## src/rtl/mips_mem_arbiter_pkg.sv

```systemverilog
// mips_mem_arbiter_pkg
//   Shared types for the instruction/data memory arbiter:
//   FSM state encoding, requester port IDs, counter width and the
//   word-alignment helper.
package mips_mem_arbiter_pkg;

  typedef enum logic [1:0] {
    S_MA_IDLE   = 2'd0,
    S_MA_ACCESS = 2'd1,
    S_MA_RESP   = 2'd2
  } ma_state_t;

  typedef enum logic {
    MA_PORT_FETCH = 1'b0,
    MA_PORT_DATA  = 1'b1
  } ma_port_t;

  // Latency counter width; MEM_LATENCY is limited to 1..15.
  localparam int MA_CNT_W = 4;

  function automatic logic is_misaligned(input logic [1:0] lsb);
    return lsb != 2'b00;
  endfunction

endpackage

```

## src/rtl/mips_mem_arbiter_picker.sv

```systemverilog
// mips_mem_arbiter_picker
//   Winner select between the fetch and data requesters.
//   Build option MIPS_MEM_ARB_RR_EN:
//     defined   - round-robin; last_grant register (resets to data, so
//                 fetch wins the first tie), updated on every handshake
//     undefined - fixed priority, data over fetch, no state
// Ports:
//   clk, rst, fire   - clock, sync active-high reset, handshake strobe
//                      (present only in the round-robin build)
//   f_valid, d_valid - requester valids
//   grant_data       - 1 = data port wins, 0 = fetch port wins
module mips_mem_arbiter_picker (
`ifdef MIPS_MEM_ARB_RR_EN
  input  logic clk,
  input  logic rst,
  input  logic fire,
`endif
  input  logic f_valid,
  input  logic d_valid,
  output logic grant_data
);
  import mips_mem_arbiter_pkg::*;

`ifdef MIPS_MEM_ARB_RR_EN
  ma_port_t last_grant;

  always_ff @(posedge clk) begin
    if (rst) begin
      last_grant <= MA_PORT_DATA;
    end else if (fire) begin
      last_grant <= grant_data ? MA_PORT_DATA : MA_PORT_FETCH;
    end
  end

  always_comb begin
    grant_data = d_valid;
    // On a tie the port that was not granted last time wins.
    if (f_valid && d_valid) begin
      grant_data = (last_grant == MA_PORT_FETCH);
    end
  end
`else
  // Data wins whenever it is valid; fetch only gets the port when data is quiet.
  always_comb begin
    grant_data = d_valid;
  end
  logic unused_f_valid;
  assign unused_f_valid = f_valid;
`endif

endmodule

```

## src/rtl/mips_mem_arbiter.sv

```systemverilog
// mips_mem_arbiter
//   Shares the single unified memory port between the multicycle core's
//   instruction-fetch and load/store requesters. One access is in flight
//   at a time; the address is held for MEM_LATENCY cycles and a one-cycle
//   response pulse is returned to the originating port. Misaligned
//   requests skip the memory cycle and respond with an error the next cycle.
//   Build option MIPS_MEM_ARB_RR_EN selects round-robin arbitration
//   (default: fixed priority, data over fetch).
// Parameters:
//   N           - address/data width
//   MEM_LATENCY - cycles from address presented to mem_rd_data valid (1..15)
// Ports:
//   clk, rst                  - clock, synchronous active-high reset
//   f_req_*  / f_resp_*       - fetch request handshake and response
//   d_req_*  / d_resp_*       - load/store request handshake and response
//   mem_addr, mem_wr_data,
//   mem_wr_ena, mem_rd_data   - unified memory port
module mips_mem_arbiter #(
  parameter int N           = 32,
  parameter int MEM_LATENCY = 1
) (
  input  logic         clk,
  input  logic         rst,
  input  logic         f_req_valid,
  output logic         f_req_ready,
  input  logic [N-1:0] f_req_addr,
  output logic         f_resp_valid,
  output logic [N-1:0] f_resp_data,
  output logic         f_resp_err,
  input  logic         d_req_valid,
  output logic         d_req_ready,
  input  logic [N-1:0] d_req_addr,
  input  logic         d_req_wr_ena,
  input  logic [N-1:0] d_req_wr_data,
  output logic         d_resp_valid,
  output logic [N-1:0] d_resp_data,
  output logic         d_resp_err,
  output logic [N-1:0] mem_addr,
  output logic [N-1:0] mem_wr_data,
  output logic         mem_wr_ena,
  input  logic [N-1:0] mem_rd_data
);
  import mips_mem_arbiter_pkg::*;

  localparam logic [MA_CNT_W-1:0] LAT_LOAD = MA_CNT_W'(MEM_LATENCY - 1);

  ma_state_t             state;
  logic [MA_CNT_W-1:0]   cnt;
  ma_port_t              port_q;
  logic                  wr_q;

  logic                  grant_data;
  logic                  idle;
  logic                  fire;
  logic [N-1:0]          sel_addr;
  logic                  sel_wr;
  logic                  sel_mis;

  assign idle = (state == S_MA_IDLE);

  // Ready is suppressed while rst is high so nothing is latched during reset.
  assign f_req_ready = !rst && idle && f_req_valid && !grant_data;
  assign d_req_ready = !rst && idle && d_req_valid &&  grant_data;
  assign fire        = f_req_ready || d_req_ready;

  assign sel_addr = grant_data ? d_req_addr : f_req_addr;
  assign sel_wr   = grant_data && d_req_wr_ena;   // fetch never writes
  assign sel_mis  = is_misaligned(sel_addr[1:0]);

  mips_mem_arbiter_picker u_picker (
`ifdef MIPS_MEM_ARB_RR_EN
    .clk        (clk),
    .rst        (rst),
    .fire       (fire),
`endif
    .f_valid    (f_req_valid),
    .d_valid    (d_req_valid),
    .grant_data (grant_data)
  );

  always_ff @(posedge clk) begin
    if (rst) begin
      state        <= S_MA_IDLE;
      cnt          <= '0;
      port_q       <= MA_PORT_FETCH;
      wr_q         <= 1'b0;
      mem_addr     <= '0;
      mem_wr_data  <= '0;
      mem_wr_ena   <= 1'b0;
      f_resp_valid <= 1'b0;
      d_resp_valid <= 1'b0;
      f_resp_err   <= 1'b0;
      d_resp_err   <= 1'b0;
    end else begin
      mem_wr_ena   <= 1'b0;
      f_resp_valid <= 1'b0;
      d_resp_valid <= 1'b0;
      f_resp_err   <= 1'b0;
      d_resp_err   <= 1'b0;
      case (state)
        S_MA_IDLE: begin
          if (fire) begin
            port_q <= grant_data ? MA_PORT_DATA : MA_PORT_FETCH;
            wr_q   <= sel_wr;
            if (sel_mis) begin
              // No memory cycle: mem_addr stays 0, straight to response.
              state        <= S_MA_RESP;
              f_resp_valid <= !grant_data;
              d_resp_valid <=  grant_data;
              f_resp_err   <= !grant_data;
              d_resp_err   <=  grant_data;
            end else begin
              state      <= S_MA_ACCESS;
              cnt        <= LAT_LOAD;
              mem_addr   <= sel_addr;
              mem_wr_ena <= sel_wr;
              if (sel_wr) begin
                mem_wr_data <= d_req_wr_data;
              end
            end
          end
        end
        S_MA_ACCESS: begin
          if (cnt == '0) begin
            state        <= S_MA_RESP;
            f_resp_valid <= (port_q == MA_PORT_FETCH);
            d_resp_valid <= (port_q == MA_PORT_DATA);
          end else begin
            cnt <= cnt - 1'b1;
          end
        end
        S_MA_RESP: begin
          state    <= S_MA_IDLE;
          mem_addr <= '0;
        end
        default: begin
          state <= S_MA_IDLE;
        end
      endcase
    end
  end

  // Read data is passed straight through in the response cycle; stores and
  // errors return 0.
  assign f_resp_data = (f_resp_valid && !f_resp_err) ? mem_rd_data : '0;
  assign d_resp_data = (d_resp_valid && !d_resp_err && !wr_q) ? mem_rd_data : '0;

endmodule

```

## config.mk

```make
export PLATFORM = sky130hd
export DESIGN_NAME = mips_mem_arbiter
export DESIGN_NICKNAME = d
export VERILOG_FILES = /design/src/rtl/mips_mem_arbiter_pkg.sv /design/src/rtl/mips_mem_arbiter_picker.sv /design/src/rtl/mips_mem_arbiter.sv
export SDC_FILE = /design/constraint.sdc
export NUM_CORES = 1
export LEC_CHECK = 0
export ABC_CLOCK_PERIOD_IN_PS = 1800
export BUFFER_PORTS_ARGS = -buffer_cell sky130_fd_sc_hd__buf_2
export CORE_ASPECT_RATIO = 1.5
export CORE_MARGIN = 10
export CORE_UTILIZATION = 40
export CTS_CLUSTER_SIZE = 40
export DETAILED_ROUTE_END_ITERATION = 10
export PLACE_DENSITY = 0.81
export RECOVER_POWER = 100
export SLEW_MARGIN = 20
export SYNTH_ARGS = -nofsm -noshare
export SYNTH_HDL_FRONTEND = slang
export SYNTH_SLANG_ARGS = --single-unit
```

## constraint.sdc

```tcl
create_clock -name clk -period 1.8 [get_ports clk]
set_input_delay 0.36 -clock clk [delete_from_list [all_inputs] [get_ports clk]]
set_output_delay 0.36 -clock clk [all_outputs]
set_load 0.02 [all_outputs]
```

# == After elaboration in Yosys (flattened, before gate mapping) ==
# Cells that the tools add are included.
# W data, S select, Z words.
# word_totals
inputBits,133
regBits,77
# op_classes
reduce_logical,27
bitwise_logic,4
add_sub_neg,1
mux,23
eq_ne,6
# ops
cell,count
$mux W32,5
$pmux W32 S2,1
$mux W4,3
$logic_and A1 B1 Y1,9
$pmux W4 S2,1
$reduce_and A4 Y1,2
$mux W1,7
$mux W2,3
$ne A2 B2 Y1 const B,3
$reduce_bool A2 Y1,3
$logic_not A1 Y1,5
$logic_not A4 Y1,1
$not A1 Y1,4
$pmux W1 S2,2
$pmux W2 S2,1
$reduce_and A2 Y1,2
$reduce_or A4 Y1,1
$sub A4 B1 Y4 const B,1
$reduce_and A3 Y1,1
$eq A2 B1 Y1 const B,1
$eq A2 B2 Y1 const B,1
$logic_not A2 Y1,1
$ne A2 B1 Y1 const B,1
$reduce_or A2 Y1,1
$logic_or A1 B1 Y1,1

# == Depth between registers and ports, before layout ==
# logic_depth
ltp_word,7
depth_mapped,7

# == Modules after synthesis ==
# Synthesis repeated with hierarchy kept, for this count alone.
# unflattened
hier_cells,430
area_unflattened_um2,3584.7
# modules_own_cells
module,cells_per_inst,area_per_inst_um2,seq_area_each_um2,n_inst
mips_mem_arbiter,429,3577.2,1541.5,1
mips_mem_arbiter_picker,1,7.5,0.0,1

# == Least setup slack after synthesis ==
# Ideal clock, no wire load.
# synth_path
path_kind,input to register
from,input d_req_valid
to,register mem_addr[29]
path_stages,4
setup_slack_ps,167
path_buffers,1
required_time_ps,1681
setup_time_ps,119
t_arrival_ps,1514
cell_sequence,or3_1 -> a211o_1 -> buf_2 -> o221a_2
# synth_between
elab_chain_cells,5
elab_cells_between_ends,13
classes_between,eq/ne: 2; mux: 4; reduce/logical: 7
# synth_rtl
element,line_no,rtl
from (decl),mips_mem_arbiter.sv:30,"input logic d_req_valid,"
$logic_not A1 Y1 or $logic_and A1 B1 Y1 (tied branches),"mips_mem_arbiter.sv:62, mips_mem_arbiter.sv:63",
$logic_and A1 B1 Y1 (on tied branches),"mips_mem_arbiter.sv:62, mips_mem_arbiter.sv:63",
$logic_or A1 B1 Y1,mips_mem_arbiter.sv:64,assign fire = f_req_ready || d_req_ready;
$ne A2 B1 Y1 (no line),-,
$reduce_and A3 Y1 (no line),-,
to (signal assigned),mips_mem_arbiter.sv:115,mem_addr <= sel_addr;
to (decl),mips_mem_arbiter.sv:38,"output logic [N-1:0] mem_addr,"
# Several ways; a longest one is shown, not always the timed one. The select of a mux whose other input is x is not followed.
# A chain may end at the register's enable or synchronous reset.

# == Worst setup path after layout ==
# layout_path
from,register d_resp_err
to,output d_resp_data[26]
# layout_between
elab_chain_cells,4
# layout_rtl
element,line_no,rtl
from (decl),mips_mem_arbiter.sv:37,"output logic d_resp_err,"
from (signal assigned),mips_mem_arbiter.sv:111,d_resp_err <= grant_data;
$logic_not A1 Y1,mips_mem_arbiter.sv:146,assign d_resp_data = (d_resp_valid && !d_resp_err && !wr_q) ? mem_rd_data : '0;
$logic_and A1 B1 Y1 (2 in a row),mips_mem_arbiter.sv:146,
$mux W32,mips_mem_arbiter.sv:146,
to (decl),mips_mem_arbiter.sv:36,"output logic [N-1:0] d_resp_data,"
# Every way passes these cells.

==> qor.txt <==
Status - completed
Layout cells sized above 1 - 0.472
Post-route total power - 4.38 mW
Fillers - 786
Die Y - 137 um
Sequential share of the synthesized area - 0.425
Antenna Violating Nets Remaining - 0
Count of hold-fix buffers inserted at cts - 0
Number of synthesized flops with an enable pin - 0
Mean post-synth cell area - 8.89 sq um
Final setup fails - 0
Headroom to the max-slew limit - 0.581
Longest Clk Path Bufs - 2
Detailed placement HPWL - 11000 um
Unrepaired setup endpoints after global routing - yes
Die area - 13400 sq um
Root Buffer - clkbuf_16
Boundary Pins - 268
Initial antenna violation count - 1
Ys Warns - 0
Post-synth ARST share - 0
Top-count cell post-synth - dfxtp_1
M1 wire length - 5520 um
Core Rows - 42
Worst path arrival time - 1.42 ns
CORE AREA - 8830 sq um
WHS Path Cells - 3
Max-Cap Viols - 0
Syn Nets - 542
Crit Path Category - reg -> out
Cell count after synthesis - 408
Critical path required time - 1.44 ns
Reg area - 1550 sq um
Period utilization - 0.992
Nets - 817
GP Congestion - 0.897
Top cells by count, synth - dfxtp_1 (77), nand2_1 (71), and2_1 (65), a21oi_1 (39), clkbuf_1 (19)
Tightest Pin Transition - 0.628 ns
I/O Buffers - 267
Largest net degree at the start of global routing - 34
Syn-to-layout area delta - 54.6%
Pre-antenna DRT Iters - 4
First-pass GRT wire length - 21000 um
Hold wc startpoint - d_req_wr_data[31]
Critical-path maximum fanout - 8
Peak VDD IR - 0.677 mV
CTS Buf Count - 9
Worst hold slack - 0.264 ns
Fin. max-slew vios - 0
Detailed Route Iter0 Violations - 113
Drt wl/cell - 17.3 um
Design Area, Final - 5610 sq um
Power density cells - 782 nW/um^2
Setup slack, reg-to-reg - 0.17 ns
Worst hold endpoint - mem_wr_data[31]$_SDFFE_PP0P_
Max Clock Freq - 0.560 GHz
Netlist Area Pre-Place - 3630 sq um
Clock Skews - 0.00735 ns
Non-Filler Instances - 798
Placed cell area - 5170 sq um
CTS Sinks - 77
Leakage - 2.65 nW
Yosys reg bits - 77
Commonest register cell after synthesis - dfxtp_1
Placed instance count - 776
Global-route usage over all layers - 0.191
Metal2 WL - 7020 um
Vias post-DR - 3942
Total grt overflow - 0
TritonCTS clock tree - yes
Min Tclk post-route - 1.78 ns
Unique masters post-synth - 43
DRC Markers - 0
Metal3 WL - 1010 um
Routed Wire Length - 13800 um
Vias in the first global route - 4007
Die X - 97.7 um
Hold Path Class - in -> reg
Worst setup EP type - primary output
H-Tree Level Count - 3
FF-to-FF Start - cnt[0]$_SDFFE_PP0P_
Post-synth top area share - 0.425
Final Hold Violating Endpoints - 0
Reg2reg path depth - 6
Area contributors post-synth - dfxtp_1 (43%), and2_1 (11%), nand2_1 (7.3%)
Synth area leader - dfxtp_1
Reg2reg end - cnt[1]$_SDFFE_PP0P_
Vias/cell - 4.94
Critical Path Source Type - flip-flop
CTS clk-pin slew, worst paths - 0.06 ns
Worst skew pair latency - 0.33 ns
Starting Density - 0.411
Setup TNS - 0 ns
Area of the multi-input gates - 1940 sq um
Max Used Layer - met4
[power by group]
| part | internal, mW | switching [mW] | total, mW |
|---|---|---|---|
| Sequential | 1.78 | 0.0413 | 1.82 |
| Combinational | 0.355 | 0.406 | 0.761 |
| Clock | 1.11 | 0.698 | 1.81 |
[sequential cells by signal (all words and copies together), names as in the netlist]
register      cells
port_q            1
mem_wr_data      32
d_resp_err        1
mem_wr_ena        1
wr_q              1
state             2
f_resp_err        1
cnt               4
d_resp_valid      1
f_resp_valid      1
mem_addr         32
[stage by stage]
step	utilization	worst slack [ns]
after floorplan	-	0.167
final	0.635	0.0150
after CTS	0.620	0.0123
after detailed placement	0.586	-0.0808
after global routing	0.635	-0.0469
after global placement	0.586	-0.0211
[timing repair]
action | CTS | global route
setup buffers | 0 | 3
gates resized for setup | 1 | 56
gates cloned | 0 | 3
setup endpoints to repair | 7 | 47
pin swaps | 0 | 2
[worst max-delay path, cell delays in order (launching register included)]
cell and delay, ns:
dfxtp_2 0.33, nor3b_4 0.21, buf_4 0.14, buf_6 0.11, and2_1 0.18, buf_6 0.13
[final cells by class]
type                       instances  area share
timing repair buffer             294       0.297
multi-input combinational        296       0.346
clock inverter                     5      0.0107
sequential                        77       0.276
inverter                           5     0.00335
tap                              110      0.0245
clock buffer                      10      0.0426
antenna                            1    0.000446
[logic make-up after synthesis]
family | synth area share
buf+inv | 0.0438
simple gates | 0.268
mux | 0.0945
compound gates | 0.165
flops | 0.425
fa+ha+maj | 0.00345
[per-layer routing]
layer  vias up  GRT usage
li1       1938          -
met2       166      0.335
met1      1820      0.208
met3        18     0.0732
met4         0     0.0583
met5         -          0
[how the worst max path moves through the flow]
stage / cells after the start / end / start / slack [ns]
after CTS: 4 / d_resp_data[24] / wr_q$_SDFFE_PP0P_ / 0.01
after floorplan: 4 / mem_addr[29]$_SDFFE_PP0P_ / d_req_valid / 0.17
final: 5 / d_resp_data[26] / d_resp_err$_SDFF_PP0_ / 0.02
after global placement: 5 / mem_addr[21]$_SDFFE_PP0P_ / d_req_valid / -0.02
after detailed placement: 6 / mem_addr[5]$_SDFFE_PP0P_ / d_req_valid / -0.08
after global routing: 5 / d_resp_data[5] / d_resp_err$_SDFF_PP0_ / -0.05
[layout by cell type, fill, tap and decap left out, types with 2 or more instances in the layout]
cell type	n
buf_2	192
dfxtp_1	74
nand2_1	71
and2_1	63
clkbuf_1	43
buf_4	42
a21oi_1	39
mux2_2	18
o221a_2	16
mux2i_1	14
buf_6	13
nor2_1	12
clkbuf_16	9
nor2_2	7
a211oi_2	7
nand2b_1	5
a211oi_1	5
inv_1	4
nor3_1	4
and3_1	4
buf_12	4
nand3_1	3
dfxtp_2	3
nor3b_1	2
and4b_1	2
a31oi_1	2
(Power assumes the default switching activity.)
